File: src/rtl/sensor_sim_pkg.sv
// Shared types and constants for the sensor simulation pattern generator.
// Optional PRBS support is selected with SENSOR_SIM_LFSR_EN.
package sensor_sim_pkg;

    typedef enum logic [1:0] {
        IDLE   = 2'd0,
        HBLANK = 2'd1,
        ACTIVE = 2'd2,
        VBLANK = 2'd3
    } state_t;

    localparam logic [1:0] PAT_HRAMP = 2'd0;
    localparam logic [1:0] PAT_VRAMP = 2'd1;
    localparam logic [1:0] PAT_CHECK = 2'd2;
    localparam logic [1:0] PAT_FLAT  = 2'd3;

    // Right-shifting Fibonacci LFSR for x^16+x^14+x^13+x^11+1: feedback from bits 0,2,3,5.
    localparam logic [15:0] LFSR_SEED = 16'hACE1;
    localparam logic [15:0] LFSR_TAPS = 16'h002D;

`ifdef SENSOR_SIM_LFSR_EN
    function automatic logic [15:0] lfsr_step(input logic [15:0] s);
        return {^(s & LFSR_TAPS), s[15:1]};
    endfunction
`endif

    // Bits needed to hold a counter running 0..n-1.
    function automatic int cnt_width(input int n);
        return (n <= 1) ? 1 : $clog2(n);
    endfunction

endpackage

File: src/rtl/sensor_sim_pgen_if.sv
// Pixel output bus (FV/LV/data) between a sensor source and its consumer.
interface sensor_sim_pgen_if #(
    parameter int LANES     = 1,
    parameter int PIX_WIDTH = 12
);
    logic                       frame_valid;
    logic                       line_valid;
    logic [LANES*PIX_WIDTH-1:0] dout;

    modport master (output frame_valid, line_valid, dout);
    modport slave  (input  frame_valid, line_valid, dout);
endinterface

File: src/rtl/sensor_sim_pixel.sv
// One lane's pattern generator: combinational pattern select plus one output register.
// With SENSOR_SIM_LFSR_EN pattern 3 takes LFSR bits instead of the frame count.
module sensor_sim_pixel
    import sensor_sim_pkg::*;
#(
    parameter int PIX_WIDTH  = 12,
    parameter int FCNT_WIDTH = 16
) (
    input  logic                  clk,
    input  logic                  rst_n,
    input  logic                  valid,
    input  logic [31:0]           x,
    input  logic [31:0]           y,
    input  logic [1:0]            pattern,
`ifdef SENSOR_SIM_LFSR_EN
    input  logic [15:0]           lfsr,
`else
    input  logic [FCNT_WIDTH-1:0] frame_count,
`endif
    output logic [PIX_WIDTH-1:0]  pix
);

    logic [PIX_WIDTH-1:0]    pix_next;
    logic [PIX_WIDTH+31:0]   x_ext;
    logic [PIX_WIDTH+31:0]   y_ext;
`ifdef SENSOR_SIM_LFSR_EN
    logic [PIX_WIDTH+15:0]   flat_ext;
    assign flat_ext = {{PIX_WIDTH{1'b0}}, lfsr};
`else
    logic [PIX_WIDTH+FCNT_WIDTH-1:0] flat_ext;
    assign flat_ext = {{PIX_WIDTH{1'b0}}, frame_count};
`endif

    // Zero-extend before truncating so any PIX_WIDTH works for "mod 2^PIX_WIDTH".
    assign x_ext = {{PIX_WIDTH{1'b0}}, x};
    assign y_ext = {{PIX_WIDTH{1'b0}}, y};

    always_comb begin
        pix_next = '0;
        if (valid) begin
            case (pattern)
                PAT_HRAMP: pix_next = x_ext[PIX_WIDTH-1:0];
                PAT_VRAMP: pix_next = y_ext[PIX_WIDTH-1:0];
                PAT_CHECK: pix_next = {PIX_WIDTH{x[3] ^ y[3]}};
                default:   pix_next = flat_ext[PIX_WIDTH-1:0];
            endcase
        end
    end

    always_ff @(posedge clk or negedge rst_n) begin
        if (!rst_n) begin
            pix <= '0;
        end else begin
            pix <= pix_next;
        end
    end

endmodule

File: src/rtl/sensor_sim_pgen.sv
// Image-sensor stand-in: programmable FV/LV timing, multi-lane test patterns, free-run or triggered.
// Define SENSOR_SIM_LFSR_EN to replace the flat frame-count pattern with a per-frame PRBS.
module sensor_sim_pgen
    import sensor_sim_pkg::*;
#(
    parameter int PIX_WIDTH  = 12,
    parameter int LANES      = 1,
    parameter int H_ACTIVE   = 2592,
    parameter int H_BLANK    = 64,
    parameter int V_ACTIVE   = 1944,
    parameter int V_BLANK    = 1000,
    parameter int FCNT_WIDTH = 16
) (
    input  logic                  extclk,
    input  logic                  reset_b,
    input  logic                  enable,
    input  logic                  run_mode,
    input  logic                  trigger,
    input  logic [1:0]            pattern,
    sensor_sim_pgen_if.master     pix,
    output logic [FCNT_WIDTH-1:0] frame_count,
    output logic                  trig_overrun
);

    localparam int COLS = H_ACTIVE / LANES;
    localparam int CW   = cnt_width(COLS);
    localparam int RW   = cnt_width(V_ACTIVE);
    localparam int BW   = cnt_width((H_BLANK > V_BLANK) ? H_BLANK : V_BLANK);

    state_t                  state_reg, state_next;
    logic [BW-1:0]           cnt_reg, cnt_next;
    logic [CW-1:0]           col_reg, col_next;
    logic [RW-1:0]           row_reg, row_next;
    logic                    fv_reg, lv_reg;
    logic [1:0]              pattern_reg;
    logic                    run_mode_reg;
    logic [FCNT_WIDTH-1:0]   frame_count_reg;
    logic                    pending_reg, pending_next;
    logic                    overrun_reg, overrun_next;
    logic                    frame_start, frame_end;
    logic                    trig_acc;
    logic                    active_next;
    logic [LANES*PIX_WIDTH-1:0] dout_w;

    assign trig_acc    = trigger && run_mode;
    assign active_next = (state_next == ACTIVE);

    always_comb begin
        state_next  = state_reg;
        cnt_next    = cnt_reg;
        col_next    = col_reg;
        row_next    = row_reg;
        frame_start = 1'b0;
        frame_end   = 1'b0;
        case (state_reg)
            IDLE: begin
                if (enable && (!run_mode || pending_reg || trig_acc)) begin
                    state_next  = HBLANK;
                    frame_start = 1'b1;
                end
            end
            HBLANK: begin
                if (cnt_reg == BW'(H_BLANK - 1)) begin
                    state_next = ACTIVE;
                    cnt_next   = '0;
                    col_next   = '0;
                end else begin
                    cnt_next = cnt_reg + 1'b1;
                end
            end
            ACTIVE: begin
                if (col_reg == CW'(COLS - 1)) begin
                    col_next = '0;
                    cnt_next = '0;
                    if (row_reg == RW'(V_ACTIVE - 1)) begin
                        state_next = VBLANK;
                        frame_end  = 1'b1;
                    end else begin
                        row_next   = row_reg + 1'b1;
                        state_next = HBLANK;
                    end
                end else begin
                    col_next = col_reg + 1'b1;
                end
            end
            VBLANK: begin
                if (cnt_reg == BW'(V_BLANK - 1)) begin
                    cnt_next = '0;
                    // Next-frame decision uses the run mode latched for the frame now ending.
                    if (enable && (!run_mode_reg || pending_reg)) begin
                        state_next  = HBLANK;
                        frame_start = 1'b1;
                    end else begin
                        state_next = IDLE;
                    end
                end else begin
                    cnt_next = cnt_reg + 1'b1;
                end
            end
            default: state_next = IDLE;
        endcase
        if (frame_start) begin
            cnt_next = '0;
            col_next = '0;
            row_next = '0;
        end
    end

    // One-deep trigger queue; a start consumes it, extra requests only flag overrun.
    always_comb begin
        pending_next = pending_reg;
        overrun_next = overrun_reg;
        if (trig_acc) begin
            if (pending_reg) begin
                overrun_next = 1'b1;
            end else begin
                pending_next = 1'b1;
            end
        end
        if (frame_start) begin
            pending_next = 1'b0;
        end
    end

    always_ff @(posedge extclk or negedge reset_b) begin
        if (!reset_b) begin
            state_reg       <= IDLE;
            cnt_reg         <= '0;
            col_reg         <= '0;
            row_reg         <= '0;
            fv_reg          <= 1'b0;
            lv_reg          <= 1'b0;
            pattern_reg     <= PAT_HRAMP;
            run_mode_reg    <= 1'b0;
            frame_count_reg <= '0;
            pending_reg     <= 1'b0;
            overrun_reg     <= 1'b0;
        end else begin
            state_reg    <= state_next;
            cnt_reg      <= cnt_next;
            col_reg      <= col_next;
            row_reg      <= row_next;
            fv_reg       <= (state_next == HBLANK) || (state_next == ACTIVE);
            lv_reg       <= active_next;
            pending_reg  <= pending_next;
            overrun_reg  <= overrun_next;
            if (frame_start) begin
                pattern_reg  <= pattern;
                run_mode_reg <= run_mode;
            end
            if (frame_end) begin
                frame_count_reg <= frame_count_reg + 1'b1;
            end
        end
    end

`ifdef SENSOR_SIM_LFSR_EN
    logic [15:0] lfsr_reg;
    logic [15:0] lfsr_chain [LANES+1];

    assign lfsr_chain[0] = lfsr_reg;
    for (genvar gi = 0; gi < LANES; gi++) begin : g_lfsr
        assign lfsr_chain[gi+1] = lfsr_step(lfsr_chain[gi]);
    end

    // Lane k of a beat uses the k-th successive state; the register skips ahead LANES steps.
    always_ff @(posedge extclk or negedge reset_b) begin
        if (!reset_b) begin
            lfsr_reg <= LFSR_SEED;
        end else if (frame_start) begin
            lfsr_reg <= LFSR_SEED;
        end else if (active_next) begin
            lfsr_reg <= lfsr_chain[LANES];
        end
    end
`endif

    // Pixels are computed from next-state coordinates so the registered data lines up with LV.
    for (genvar gi = 0; gi < LANES; gi++) begin : g_lane
        sensor_sim_pixel #(
            .PIX_WIDTH  (PIX_WIDTH),
            .FCNT_WIDTH (FCNT_WIDTH)
        ) u_pixel (
            .clk         (extclk),
            .rst_n       (reset_b),
            .valid       (active_next),
            .x           (32'(col_next) * 32'(LANES) + 32'(gi)),
            .y           (32'(row_next)),
            .pattern     (pattern_reg),
`ifdef SENSOR_SIM_LFSR_EN
            .lfsr        (lfsr_chain[gi]),
`else
            .frame_count (frame_count_reg),
`endif
            .pix         (dout_w[gi*PIX_WIDTH +: PIX_WIDTH])
        );
    end

    assign pix.frame_valid = fv_reg;
    assign pix.line_valid  = lv_reg;
    assign pix.dout        = dout_w;
    assign frame_count     = frame_count_reg;
    assign trig_overrun    = overrun_reg;

endmodule

File: src/flat_wrapper.sv
// flat-port wrapper written by rule: the top's interface ports become plain ports
module sensor_sim_pgen_flat import sensor_sim_pkg::*;
#(
    parameter int PIX_WIDTH  = 12,
    parameter int LANES      = 1,
    parameter int H_ACTIVE   = 2592,
    parameter int H_BLANK    = 64,
    parameter int V_ACTIVE   = 1944,
    parameter int V_BLANK    = 1000,
    parameter int FCNT_WIDTH = 16
)
  (extclk, reset_b, enable, run_mode, trigger, pattern, frame_count, trig_overrun, pix_frame_valid, pix_line_valid, pix_dout);
  sensor_sim_pgen_if #(.LANES(LANES), .PIX_WIDTH(PIX_WIDTH)) pix_i ();
  input  logic extclk;
  input  logic reset_b;
  input  logic enable;
  input  logic run_mode;
  input  logic trigger;
  input  logic [1:0] pattern;
  output logic [FCNT_WIDTH-1:0] frame_count;
  output logic trig_overrun;
  output wire logic [$bits(pix_i.frame_valid)-1:0] pix_frame_valid;
  output wire logic [$bits(pix_i.line_valid)-1:0] pix_line_valid;
  output wire logic [$bits(pix_i.dout)-1:0] pix_dout;
  assign pix_frame_valid = pix_i.frame_valid;
  assign pix_line_valid = pix_i.line_valid;
  assign pix_dout = pix_i.dout;
  sensor_sim_pgen #(.PIX_WIDTH(PIX_WIDTH), .LANES(LANES), .H_ACTIVE(H_ACTIVE), .H_BLANK(H_BLANK), .V_ACTIVE(V_ACTIVE), .V_BLANK(V_BLANK), .FCNT_WIDTH(FCNT_WIDTH)) u_core (.extclk(extclk), .reset_b(reset_b), .enable(enable), .run_mode(run_mode), .trigger(trigger), .pattern(pattern), .pix(pix_i), .frame_count(frame_count), .trig_overrun(trig_overrun));
endmodule
File: config.mk
export PLATFORM = sky130hd
export DESIGN_NAME = sensor_sim_pgen_flat
export DESIGN_NICKNAME = d
export VERILOG_FILES = /design/src/rtl/sensor_sim_pkg.sv /design/src/rtl/sensor_sim_pgen_if.sv /design/src/rtl/sensor_sim_pixel.sv /design/src/rtl/sensor_sim_pgen.sv /design/src/flat_wrapper.sv
export SDC_FILE = /design/constraint.sdc
export NUM_CORES = 1
export LEC_CHECK = 0
export ABC_AREA = 0
export ABC_CLOCK_PERIOD_IN_PS = 3600
export BUFFER_PORTS_ARGS = -buffer_cell sky130_fd_sc_hd__clkbuf_2
export CAP_MARGIN = 10
export CORE_MARGIN = 2
export CORE_UTILIZATION = 38
export CTS_BUF_LIST = sky130_fd_sc_hd__clkbuf_8 sky130_fd_sc_hd__clkbuf_16
export CTS_CLUSTER_DIAMETER = 100
export DETAILED_ROUTE_END_ITERATION = 8
export GPL_ROUTABILITY_DRIVEN = 0
export GPL_TIMING_DRIVEN = 0
export MAX_ROUTING_LAYER = met4
export PLACE_DENSITY = 0.65
export SLEW_MARGIN = 10
export SYNTH_ARGS = -nofsm -noshare
export SYNTH_HDL_FRONTEND = slang
export SYNTH_SLANG_ARGS = --single-unit
File: constraint.sdc
create_clock -name extclk -period 3.6 [get_ports extclk]
set_input_delay 0.72 -clock extclk [delete_from_list [all_inputs] [get_ports extclk]]
set_output_delay 0.72 -clock extclk [all_outputs]
set_load 0.03 [all_outputs]
# Word level (Yosys, flattened, before mapping)
# Cells that the tools add are included.
# word_totals
register_bits,70
latch_bits,0
ram_bits,0
rom_bits,0
input_bits,7
out_inout_bits,31
wordCells,75
mem_count,0
# classes
addsub,4
n_mul,0
n_div,0
order_cmp,0
eq_ne,12
shifts,0
n_mux,31
bitwise,1
n_reduce_logical,15
# op_table
cell,n
$mux W12,4
$mux W11,4
$mux W10,4
$pmux W12 S3,1
$pmux W10 S3,1
$pmux W12 S2,1
$add A16 B1 Y16 const B,1
$add A12 B1 Y12 const B,1
$eq A12 B12 Y1 const B,1
$add A11 B1 Y11 const B,1
$eq A11 B11 Y1 const B,1
$add A10 B1 Y10 const B,1
$eq A10 B10 Y1 const B,1
$eq A10 B6 Y1 const B,1
$mux W2,5
$mux W1,9
$eq A2 B2 Y1 const B,4
$pmux W2 S4,1
$eq A2 B1 Y1 const B,3
$logic_not A2 Y1,2
$logic_or A1 B1 Y1,4
$reduce_and A2 Y1,2
$reduce_bool A4 Y1,1
$logic_and A1 B1 Y1,3
5 further kinds,6

# Depth between registers and ports, before layout
# Gate-level depths: netlist of run 1.
# depth
depth_word,10
depth_mapped,11
ltp_nobuf,10

# By module
# A second synthesis of run 1 with hierarchy kept.
# unflattened
hier_cells,420
hier_area_um2,3900.0
# by_module_without_submodules
module,instances,cells_each,area_per_inst_um2,seq_area_each_um2
sensor_sim_pgen,1,346,3254.4,1451.4
sensor_sim_pixel,1,74,645.6,300.3

# Worst setup path before layout of run 1
# OpenSTA, ideal clock, no wires.
# synth_path
kind,register to register
from,register u_core.cnt_reg[0]
to,register u_core.g_lane[0].u_pixel.pix[2]
setup_ns,0.094
arrival_time_ns,2.381
t_required_ns,3.506
setup_slack_ns,1.125
path_stages_with_launch,10
path_buffers,1
period_less_slack_ns,2.475
path_cell_list,dfrtp_1 > ha_1 > nand4b_1 > or4_1 > clkbuf_1 > a21o_1 > o32ai_1 > ha_1 > clkinv_1 > a221oi_2
# synth_via
word_cells_on_any_way,15
cone_classes,eq/ne (3); mux (11); bitwise (1)
# synth_lines
element,line,source
from (decl),sensor_sim_pgen.sv:31,"logic [BW-1:0] cnt_reg, cnt_next;"
from (signal assigned),sensor_sim_pgen.sv:140,cnt_reg <= cnt_next;
$eq A10 B10 Y1 or $eq A10 B6 Y1 (tied branches),"sensor_sim_pgen.sv:87, sensor_sim_pgen.sv:63",
$mux W2 (on tied branches),"sensor_sim_pgen.sv:87, sensor_sim_pgen.sv:63",
$pmux W2 S4 *,sensor_sim_pgen.sv:55,case (state_reg)
$eq A2 B2 Y1 *,sensor_sim_pgen.sv:46,assign active_next = (state_next == ACTIVE);
named net u_core.active_next,sensor_sim_pgen.sv:42,logic active_next;
$mux W12 *,sensor_sim_pixel.sv:40,if (valid) begin
named net u_core.g_lane[0].u_pixel.pix_next[2],sensor_sim_pixel.sv:23,logic [PIX_WIDTH-1:0] pix_next;
to (signal assigned),sensor_sim_pixel.sv:54,pix <= pix_next;
to (decl),sensor_sim_pixel.sv:20,output logic [PIX_WIDTH-1:0] pix
# Mark *: on every way through the listed nets, which the timed path passes. The rest lies on a longest branch.
# A chain may end at the register's enable or synchronous reset.

# Worst setup path after layout of run 1
# layout_path
from,register u_core.col_reg[0]
to,register u_core.g_lane[0].u_pixel.pix[7]
# layout_via
word_cells_on_any_way,14
cone_classes,add/sub (1); eq/ne (2); mux (10); bitwise (1)
# layout_lines
element,line,source
from (decl),sensor_sim_pgen.sv:32,"logic [CW-1:0] col_reg, col_next;"
from (signal assigned),sensor_sim_pgen.sv:141,col_reg <= col_next;
$eq A12 B12 Y1,sensor_sim_pgen.sv:72,if (col_reg == CW'(COLS - 1)) begin
$mux W2,sensor_sim_pgen.sv:72,
$pmux W2 S4,sensor_sim_pgen.sv:55,
named net u_core.state_next[1],sensor_sim_pgen.sv:30,"state_t state_reg, state_next;"
$eq A2 B2 Y1,sensor_sim_pgen.sv:46,
named net u_core.active_next,sensor_sim_pgen.sv:42,
$mux W12,sensor_sim_pixel.sv:40,
named net u_core.g_lane[0].u_pixel.pix_next[7],sensor_sim_pixel.sv:23,
# The timed path passes the listed nets, and every way through them passes these cells.

==> flow_summary.json, run 1 <==
{
  "outcome": "finished, final reports clean",
  "maxCapViolations": 0,
  "power_density_mw_per_mm2": 524.1,
  "grt_pass1_vias": 3320,
  "drive_above_1_share": 0.1642,
  "yosysTopAreaCell": "dfrtp_1",
  "hold_path_class": "in2async",
  "synth_seq_cells": 70,
  "first_iter_violations": 287,
  "die_h_um": 105.8,
  "yosys-top-cells-area": "dfrtp_1 (44%), nand2_1 (4.1%), ha_1 (3.2%)",
  "ctsRootBufferMaster": "clkbuf_8",
  "wl_per_cell_um": 17.64,
  "fin_crit_ps": 3318,
  "power.total_mw": 2.383,
  "required_ps": 3840,
  "relSlewSlack": 0.2636,
  "start_util": 0.3867,
  "rsz0062_at_grt": "false",
  "avgSynthCellArea_um2": 9.491,
  "antenna_found_initial": 0,
  "clock-sinks": 70,
  "num_antenna_cells": 0,
  "final_cell_mix": "dfrtp_1 (70), nand2_1 (43), clkbuf_2 (36)",
  "die_area_mm2": 0.01120,
  "synthToLayoutAreaGrowth_pct": 15.41,
  "fmax_ghz": 0.3014,
  "design_area_mm2": 0.004546,
  "ys_seq_area_frac": 0.4447,
  "dr_total_vias": 3590,
  "finalSetupTns_ps": 0,
  "synth_nets": 432,
  "hpwl_mm": 7.760,
  "hold_viol_final": 0,
  "clockBufferDepth": 2,
  "fin_crit_sh": 0.9217,
  "clk_pin_slew_ps": 80,
  "synth-edff-count": 0,
  "place_area_mm2": 0.004324,
  "report.final.slew_viol_count": 0,
  "dp.cells": 589,
  "port-buffer-count": 37,
  "largest_reg_flops": 16,
  "htreeDepth": 3,
  "globalRouteMet2Util": 0.3046,
  "cts_made_buffers": 9,
  "ant_nets": 0,
  "yosys_most_used_dff": "dfrtp_1",
  "cts_setup_buffers": 0,
  "rows": 37,
  "top_usage_layer": "met2",
  "worstPathArrival_ps": 3560,
  "dieWidth_um": 105.8,
  "irDropWorstVdd_v": 0.0003134,
  "yosysTopAreaCellShare": 0.4447,
  "worst-setup-path-type": "reg2reg",
  "insertion_delay_ps": 360,
  "setup_viol": 0,
  "via_per_inst": 5.934,
  "core-area_mm2": 0.01018,
  "ys_types": 68,
  "grt.overflow.total": 0,
  "clock_skew_ps": 14.39,
  "met3_usage": 0.03278,
  "final_common_cell": "dfrtp_1",
  "syn_inst": 415,
  "cts_tree": "built",
  "fill_cells": 1020,
  "leakagePower_nw": 1.968,
  "critPathMaxFanout": 10,
  "worstMarginPinSlew_ps": 1091,
  "drt_wl_total_mm": 10.67,
  "cts_resized": 0,
  "dr.pass1.iters": 5,
  "synth-warning-count": 0,
  "cp-end-kind": "flip-flop",
  "layout.nets": 481,
  "syn_area_mm2": 0.003939,
  "grt_max_degree": 51,
  "num_io_pins": 38,
  "hold_buffers": 0,
  "drc": 0,
  "grtUsageMet1": 0.2815,
  "cp-start-kind": "flip-flop",
  "grt_pass1_wl_mm": 17.26,
  "finalNonFillerCells": 605,
  "grtUsageTotal": 0.2023,
  "async_flop_share": 1.000
}
-- worst max-delay path, cell delays in order, from the launching register on --
cell,delay (ps)
dfrtp_1,410
ha_1,250
and4_1,210
clkbuf_1,350
nand4_1,210
buf_2,230
nor2_1,320
a2bb2oi_1,270
ha_1,310
clkinv_1,300
a211oi_1,340
-- stage by stage --
stage,util,setup slack [ps],hold slack [ps]
after CTS,0.4463,337.1,275.3
after global routing,0.4463,43.76,290.2
final,0.4463,281.8,273.5
after global placement,0.4216,457.9,455.1
after floorplan,-,1125,424.4
after detailed placement,0.4246,403.2,469.8
-- cell usage after synthesis (3+ instances only) --
master and number:
clkbuf_1 8, nor3_1 16, mux2_2 3, and2_1 4
nand2_1 43, nand4_1 10, ha_1 10, a31oi_1 5
and4_1 4, nand3_1 14, a21o_1 6, a21oi_1 20
and3_1 8, o31ai_1 7, nor2b_1 6, or2_2 3
mux2i_1 3, xnor2_1 10, nor2_1 29, a211oi_1 10
o21ai_0 25, dfrtp_1 70, o32ai_1 3, xor2_1 5
inv_1 12, nor4_1 3, a22oi_1 4, buf_2 4
or3_1 9, a22o_1 7, or4_1 4, o221ai_1 4
-- per-layer routing --
metal | vias up | share of wire
met2 | 135 | 0.46
met5 | - | 0
li1 | 1666 | -
met4 | 0 | 0.010
met3 | 13 | 0.053
met1 | 1776 | 0.47
-- kinds of logic after synthesis --
group                      share of synthesized area
and+or+nand+nor                               0.2306
AOI/OAI and AO/OA                             0.2135
DFF                                           0.4447
buffers and inverters                        0.02986
xor gates and xnor gates                     0.03335
adders and majority gates                    0.03177
muxes                                        0.01620
-- worst paths after layout --
check                                  startpoint                              end  slack, ps  depth (start not counted)
max in group asynchronous                 reset_b              u_core.state_reg[0]       2770                          2
setup reg to reg                u_core.col_reg[0]  u_core.g_lane[0].u_pixel.pix[7]        280                         10
hold / removal                            reset_b            u_core.frame_count[8]        270                          1
min in group extclk        u_core.frame_count[15]           u_core.frame_count[15]        480                          1
hold reg to reg            u_core.frame_count[15]           u_core.frame_count[15]        480                          1
setup / recovery                u_core.col_reg[0]  u_core.g_lane[0].u_pixel.pix[7]        280                         10
-- power breakdown --
part	internal (mW)	switching [mW]	leakage (nW)
Combinational	0.260	0.492	0.906
Clock	0.392	0.318	0.111
Sequential	0.851	0.0687	0.951
Total	1.50	0.879	1.97
-- area by class of cell --
class	instances	area, um^2	area share
plain buffers	14	65.06	0.01431
repair buffers	38	215.2	0.04734
clock inverters	7	97.59	0.02147
flip-flops and latches	70	1752	0.3854
multi-input cells	317	2069	0.4553
clock buffers	9	123.9	0.02725
inverters	14	52.55	0.01156
well taps	136	170.2	0.03743
Note: power is estimated with default switching activity, not from simulation.
==> run 2, diff against run 1 <==
CORE_ASPECT_RATIO = 1.4   (was not set)
GPL_TIMING_DRIVEN = not set   (was 0)
==> run 2 against run 1 <==
Against the previous run: core utilization up 0.27 points; highest routed layer unchanged; final area up 1.2%; total power up 4.9%; combinational power down 5.6%; final cell count down 0.66%; fmax up 17%; via count down 3.8%.
==> flow_summary.json, run 2 (synthesis results as in run 1) <==
{
  "outcome": "finished, final reports clean",
  "r2r_end": "u_core.g_lane[0].u_pixel.pix[8]",
  "fin_crit_ps": 2845,
  "hold_viol_final": 0,
  "crit_chain": "inv_1, ha_1, and3b_1, nand4_1, buf_4, nor2_1, a2bb2oi_1, ha_1, clkinv_1, a211oi_1",
  "required_ps": 3830,
  "antenna_found_initial": 0,
  "slowest_delay_ps": 430,
  "clock_skew_ps": 8.145,
  "clk_pin_slew_ps": 60,
  "finalSetupTns_ps": 0,
  "first_iter_violations": 219,
  "dp.cells": 585,
  "globalRouteMet2Util": 0.3366,
  "final_cell_mix": "dfrtp_1 (70), nand2_1 (43), clkbuf_2 (36)",
  "finalNonFillerCells": 601,
  "synthToLayoutAreaGrowth_pct": 16.74,
  "largest_reg_flops": 16,
  "crit_start": "u_core.state_reg[0]",
  "worst-setup-path-type": "reg2reg",
  "power.total_mw": 2.499,
  "crit_top_cell": "ha_1",
  "drive_above_1_share": 0.1728,
  "final_common_cell": "dfrtp_1",
  "crit_end": "u_core.g_lane[0].u_pixel.pix[8]",
  "r2r.worst_path.cells": 10,
  "htreeDepth": 3,
  "met3_usage": 0.03811,
  "cp.depth": 10,
  "clock-sinks": 70,
  "num_antenna_cells": 0,
  "hold_buffers": 0,
  "dieWidth_um": 90.05,
  "layout.nets": 475,
  "relSlewSlack": 0.3905,
  "dr.pass1.iters": 5,
  "cts_tree": "built",
  "r2r_start": "u_core.state_reg[0]",
  "setup_viol": 0,
  "report.final.slew_viol_count": 0,
  "path_buf_inv": 3,
  "r2r_setup_slack_ps": 750,
  "grt.overflow.total": 0,
  "cts_made_buffers": 9,
  "grt_max_degree": 44,
  "critPathMaxFanout": 12,
  "crit_slowest_cell": "dfrtp_1",
  "leakagePower_nw": 1.991,
  "worstPathArrival_ps": 3080,
  "core-area_mm2": 0.01024,
  "start_util": 0.3847,
  "place_area_mm2": 0.004312,
  "cp-end-kind": "flip-flop",
  "fin_crit_sh": 0.7903,
  "maxCapViolations": 0,
  "clockBufferDepth": 2,
  "ant_nets": 0,
  "top_usage_layer": "met2",
  "die_h_um": 124.5,
  "grtUsageMet1": 0.2295,
  "insertion_delay_ps": 340,
  "grt_pass1_vias": 3360,
  "dr_total_vias": 3454,
  "hp-start": "u_core.trig_overrun",
  "hold_path_class": "reg2reg",
  "wl_per_cell_um": 17.02,
  "via_per_inst": 5.747,
  "grtUsageTotal": 0.1966,
  "ctsRootBufferMaster": "clkbuf_16",
  "num_io_pins": 38,
  "rows": 44,
  "hpwl_mm": 7.559,
  "design_area_mm2": 0.004598,
  "cp_top_family": "adder cells",
  "irDropWorstVdd_v": 0.0002715,
  "port-buffer-count": 37,
  "worstMarginPinSlew_ps": 914.3,
  "rsz0062_at_grt": "false",
  "pre_cts_ws_ps": 750.1,
  "power_density_mw_per_mm2": 543.5,
  "drc": 0,
  "fmax_ghz": 0.3515,
  "cts_resized": 0,
  "die_area_mm2": 0.01121,
  "cp-start-kind": "flip-flop",
  "setup_ws_ps": 754.8,
  "drt_wl_total_mm": 10.23,
  "grt_pass1_wl_mm": 17.04,
  "cts_setup_buffers": 0
}
-- run 2: worst min-delay path by stage --
stage | slack, ps | depth (start not counted) | end
3_5_place_dp | 460 | 1 | u_core.trig_overrun
2_1_floorplan | 420 | 0 | u_core.cnt_reg[0]
6_report | 460 | 1 | u_core.trig_overrun
5_1_grt | 480 | 1 | u_core.trig_overrun
4_1_cts | 470 | 1 | u_core.trig_overrun
3_3_place_gp | 450 | 1 | u_core.trig_overrun
-- run 2: power breakdown --
group	switching, mW	internal [mW]
Clock	0.351	0.488
Combinational	0.439	0.270
Sequential	0.0982	0.853
Total	0.888	1.61
-- run 2: layer usage --
layer,vias up,share of wire
li1,1652,-
met1,1670,0.42
met2,113,0.51
met3,19,0.046
met4,0,0.022
met5,-,0
-- run 2: cell type report --
type,instances,area (um^2)
flip-flops and latches,70,1752
clock inverters,6,47.55
multi-input cells,317,2069
well taps,138,172.7
repair buffers,46,265.3
inverters,14,52.55
fillers,981,5642
clock buffers,10,239.0
-- run 2: worst reg2reg max path, stage by stage (launching register included) --
cell and delay, ps:
dfrtp_1 430, inv_1 120, ha_1 340, and3b_1 220, nand4_1 90, buf_4 190, nor2_1 300, a2bb2oi_1 250
ha_1 280, clkinv_1 270, a211oi_1 260
-- run 2: through the flow --
stage	utilization	hold slack (ps)
floorplan	-	424.4
global placement	0.4211	451.4
detailed placement	0.4211	455.5
CTS	0.4490	469.6
global route	0.4490	479.6
finish	0.4490	461.6
==> run 3, diff against run 2 <==
ABC_CLOCK_PERIOD_IN_PS = 2800   (was 3600)
clock period = 2.8 ns   (was 3.6 ns; I/O delays follow)
==> run 3 against run 2 <==
Against the previous run: core utilization increased by 1.2 points; total power increased by 31%; clock skew increased by 2.3 ps; clock-buffer cell count decreased by 1; routed wire length increased by 4.6%; hold slack got worse by 240 ps; largest power group unchanged; critical path type unchanged; final cell count increased by 1.3%; final area increased by 2.7%; critical endpoint is now u_core.g_lane[0].u_pixel.pix[6]; sequential cell count unchanged; clock power increased by 32%.
==> flow_summary.json, run 3 (synthesis results as in run 1) <==
{
  "setup_viol": 0,
  "crit_chain": "ha_1, and4_1, nand4_1, buf_4, or4_1, a21oi_1, o32ai_1, a211oi_1",
  "required_ps": 3040,
  "dieWidth_um": 90.05,
  "report.final.slew_viol_count": 0,
  "intPower_mw": 2.094,
  "antenna_found_initial": 0,
  "worstMarginPinSlew_ps": 606.7,
  "drc": 0,
  "leakagePower_nw": 2.039,
  "fin_crit_ps": 2725,
  "power_density_mw_per_mm2": 694.5,
  "outcome": "finished, final reports clean",
  "port-buffer-count": 37,
  "worst-setup-path-type": "reg2reg",
  "worstPathArrival_ps": 2970,
  "cts_tree": "built",
  "hpwl_mm": 7.872,
  "grt.overflow.total": 0,
  "die_area_mm2": 0.01121,
  "final_cell_mix": "dfrtp_1 (70), nand2_1 (43), clkbuf_2 (36)",
  "drt_wl_total_mm": 10.70,
  "fin_crit_sh": 0.9731,
  "slowest_delay_ps": 490,
  "hold_viol_final": 0,
  "num_antenna_cells": 0,
  "multi_input_area_mm2": 0.002103,
  "largest_reg_flops": 16,
  "via_per_inst": 5.796,
  "fmax_ghz": 0.3670,
  "cts_resized": 0,
  "rows": 44,
  "core-area_mm2": 0.01024,
  "ctsRootBufferMaster": "clkbuf_16",
  "finalSetupTns_ps": 0,
  "grtUsageTotal": 0.2039,
  "dp.cells": 593,
  "final_common_cell": "dfrtp_1",
  "synthToLayoutAreaGrowth_pct": 19.85,
  "clock-sinks": 70,
  "finalNonFillerCells": 609,
  "grt_max_degree": 48,
  "grt_pass1_vias": 3401,
  "p_sw_frac": 0.3612,
  "clock_skew_ps": 10.47,
  "clk_pin_slew_ps": 60,
  "crit_slowest_cell": "or4_1",
  "relSlewSlack": 0.5955,
  "cp_top_family": "simple AND/OR/NAND/NOR gates",
  "layout.nets": 483,
  "wl_per_cell_um": 17.58,
  "cts_setup_buffers": 0,
  "irDropWorstVdd_v": 0.0003366,
  "cp-start-kind": "flip-flop",
  "drive_above_1_share": 0.1975,
  "critPathMaxFanout": 11,
  "clockBufferDepth": 2,
  "cts_made_buffers": 9,
  "hold_buffers": 0,
  "final-seq-area_mm2": 0.001752,
  "cp-end-kind": "flip-flop",
  "path_buf_inv": 1,
  "fill_cells": 982,
  "dr_total_vias": 3530,
  "p_comb_frac": 0.289,
  "power_frac_clock": 0.339,
  "die_h_um": 124.5,
  "dr.pass1.iters": 4,
  "grt_pass1_wl_mm": 17.57,
  "maxCapViolations": 0,
  "insertion_delay_ps": 350,
  "start_util": 0.3847,
  "p_seq_frac": 0.372,
  "ant_nets": 0,
  "hold_path_class": "in2async",
  "p_switching_mw": 1.184,
  "htreeDepth": 3,
  "num_io_pins": 38,
  "first_iter_violations": 318
}
[run 3: power by group through the flow]
| stage | Clock (mW) | Sequential (mW) | Combinational, mW |
|---|---|---|---|
| after floorplan | 0 | 1.19 | 0.659 |
| after global placement | 0 | 1.22 | 0.922 |
| after detailed placement | 0 | 1.23 | 0.931 |
| after CTS | 1.13 | 1.21 | 0.937 |
| after global routing | 1.17 | 1.23 | 1.06 |
| final | 1.11 | 1.22 | 0.947 |
[run 3: final timing paths]
| kind | from | slack (ps) | cells past startpoint | to |
|---|---|---|---|---|
| worst max register to register | u_core.col_reg[0] | 80 | 8 | u_core.g_lane[0].u_pixel.pix[6] |
| worst max-delay path | u_core.col_reg[0] | 80 | 8 | u_core.g_lane[0].u_pixel.pix[6] |
| worst min register to register | u_core.trig_overrun | 460 | 1 | u_core.trig_overrun |
| max in group asynchronous | reset_b | 1930 | 2 | u_core.state_reg[0] |
| worst min-delay path | reset_b | 220 | 1 | u_core.row_reg[8] |
| min in group extclk | pattern[1] | 420 | 2 | u_core.pattern_reg[1] |
[run 3: final cells by class]
| class | instances | area share |
|---|---|---|
| Inverter | 14 | 0.01193 |
| Sequential cell | 70 | 0.3711 |
| Multi-Input combinational cell | 317 | 0.4455 |
| Timing Repair Buffer | 54 | 0.07421 |
| Tap cell | 138 | 0.03658 |
| Clock inverter | 7 | 0.01299 |
| Clock buffer | 9 | 0.04771 |
[run 3: metal layers]
metal | GRT usage | vias to the layer above | wire length [um]
met2 | 0.3534 | 107 | 5548
li1 | - | 1671 | -
met5 | - | - | 0
met3 | 0.03388 | 24 | 403
met4 | 0.09050 | 0 | 368
met1 | 0.2308 | 1728 | 4383
[run 3: through the flow]
stage	total power, mW	setup WS (ps)	utilization	hold WS [ps]	instance area, um^2
after floorplan	1.850	325.3	-	264.4	3939
after global placement	2.147	114.7	0.4294	451.7	4397
after detailed placement	2.160	59.02	0.4294	455.5	4397
after CTS	3.275	6.285	0.4574	242.8	4683
after global routing	3.460	-10.42	0.4610	266.3	4721
final	3.278	75.38	0.4610	216.9	4721
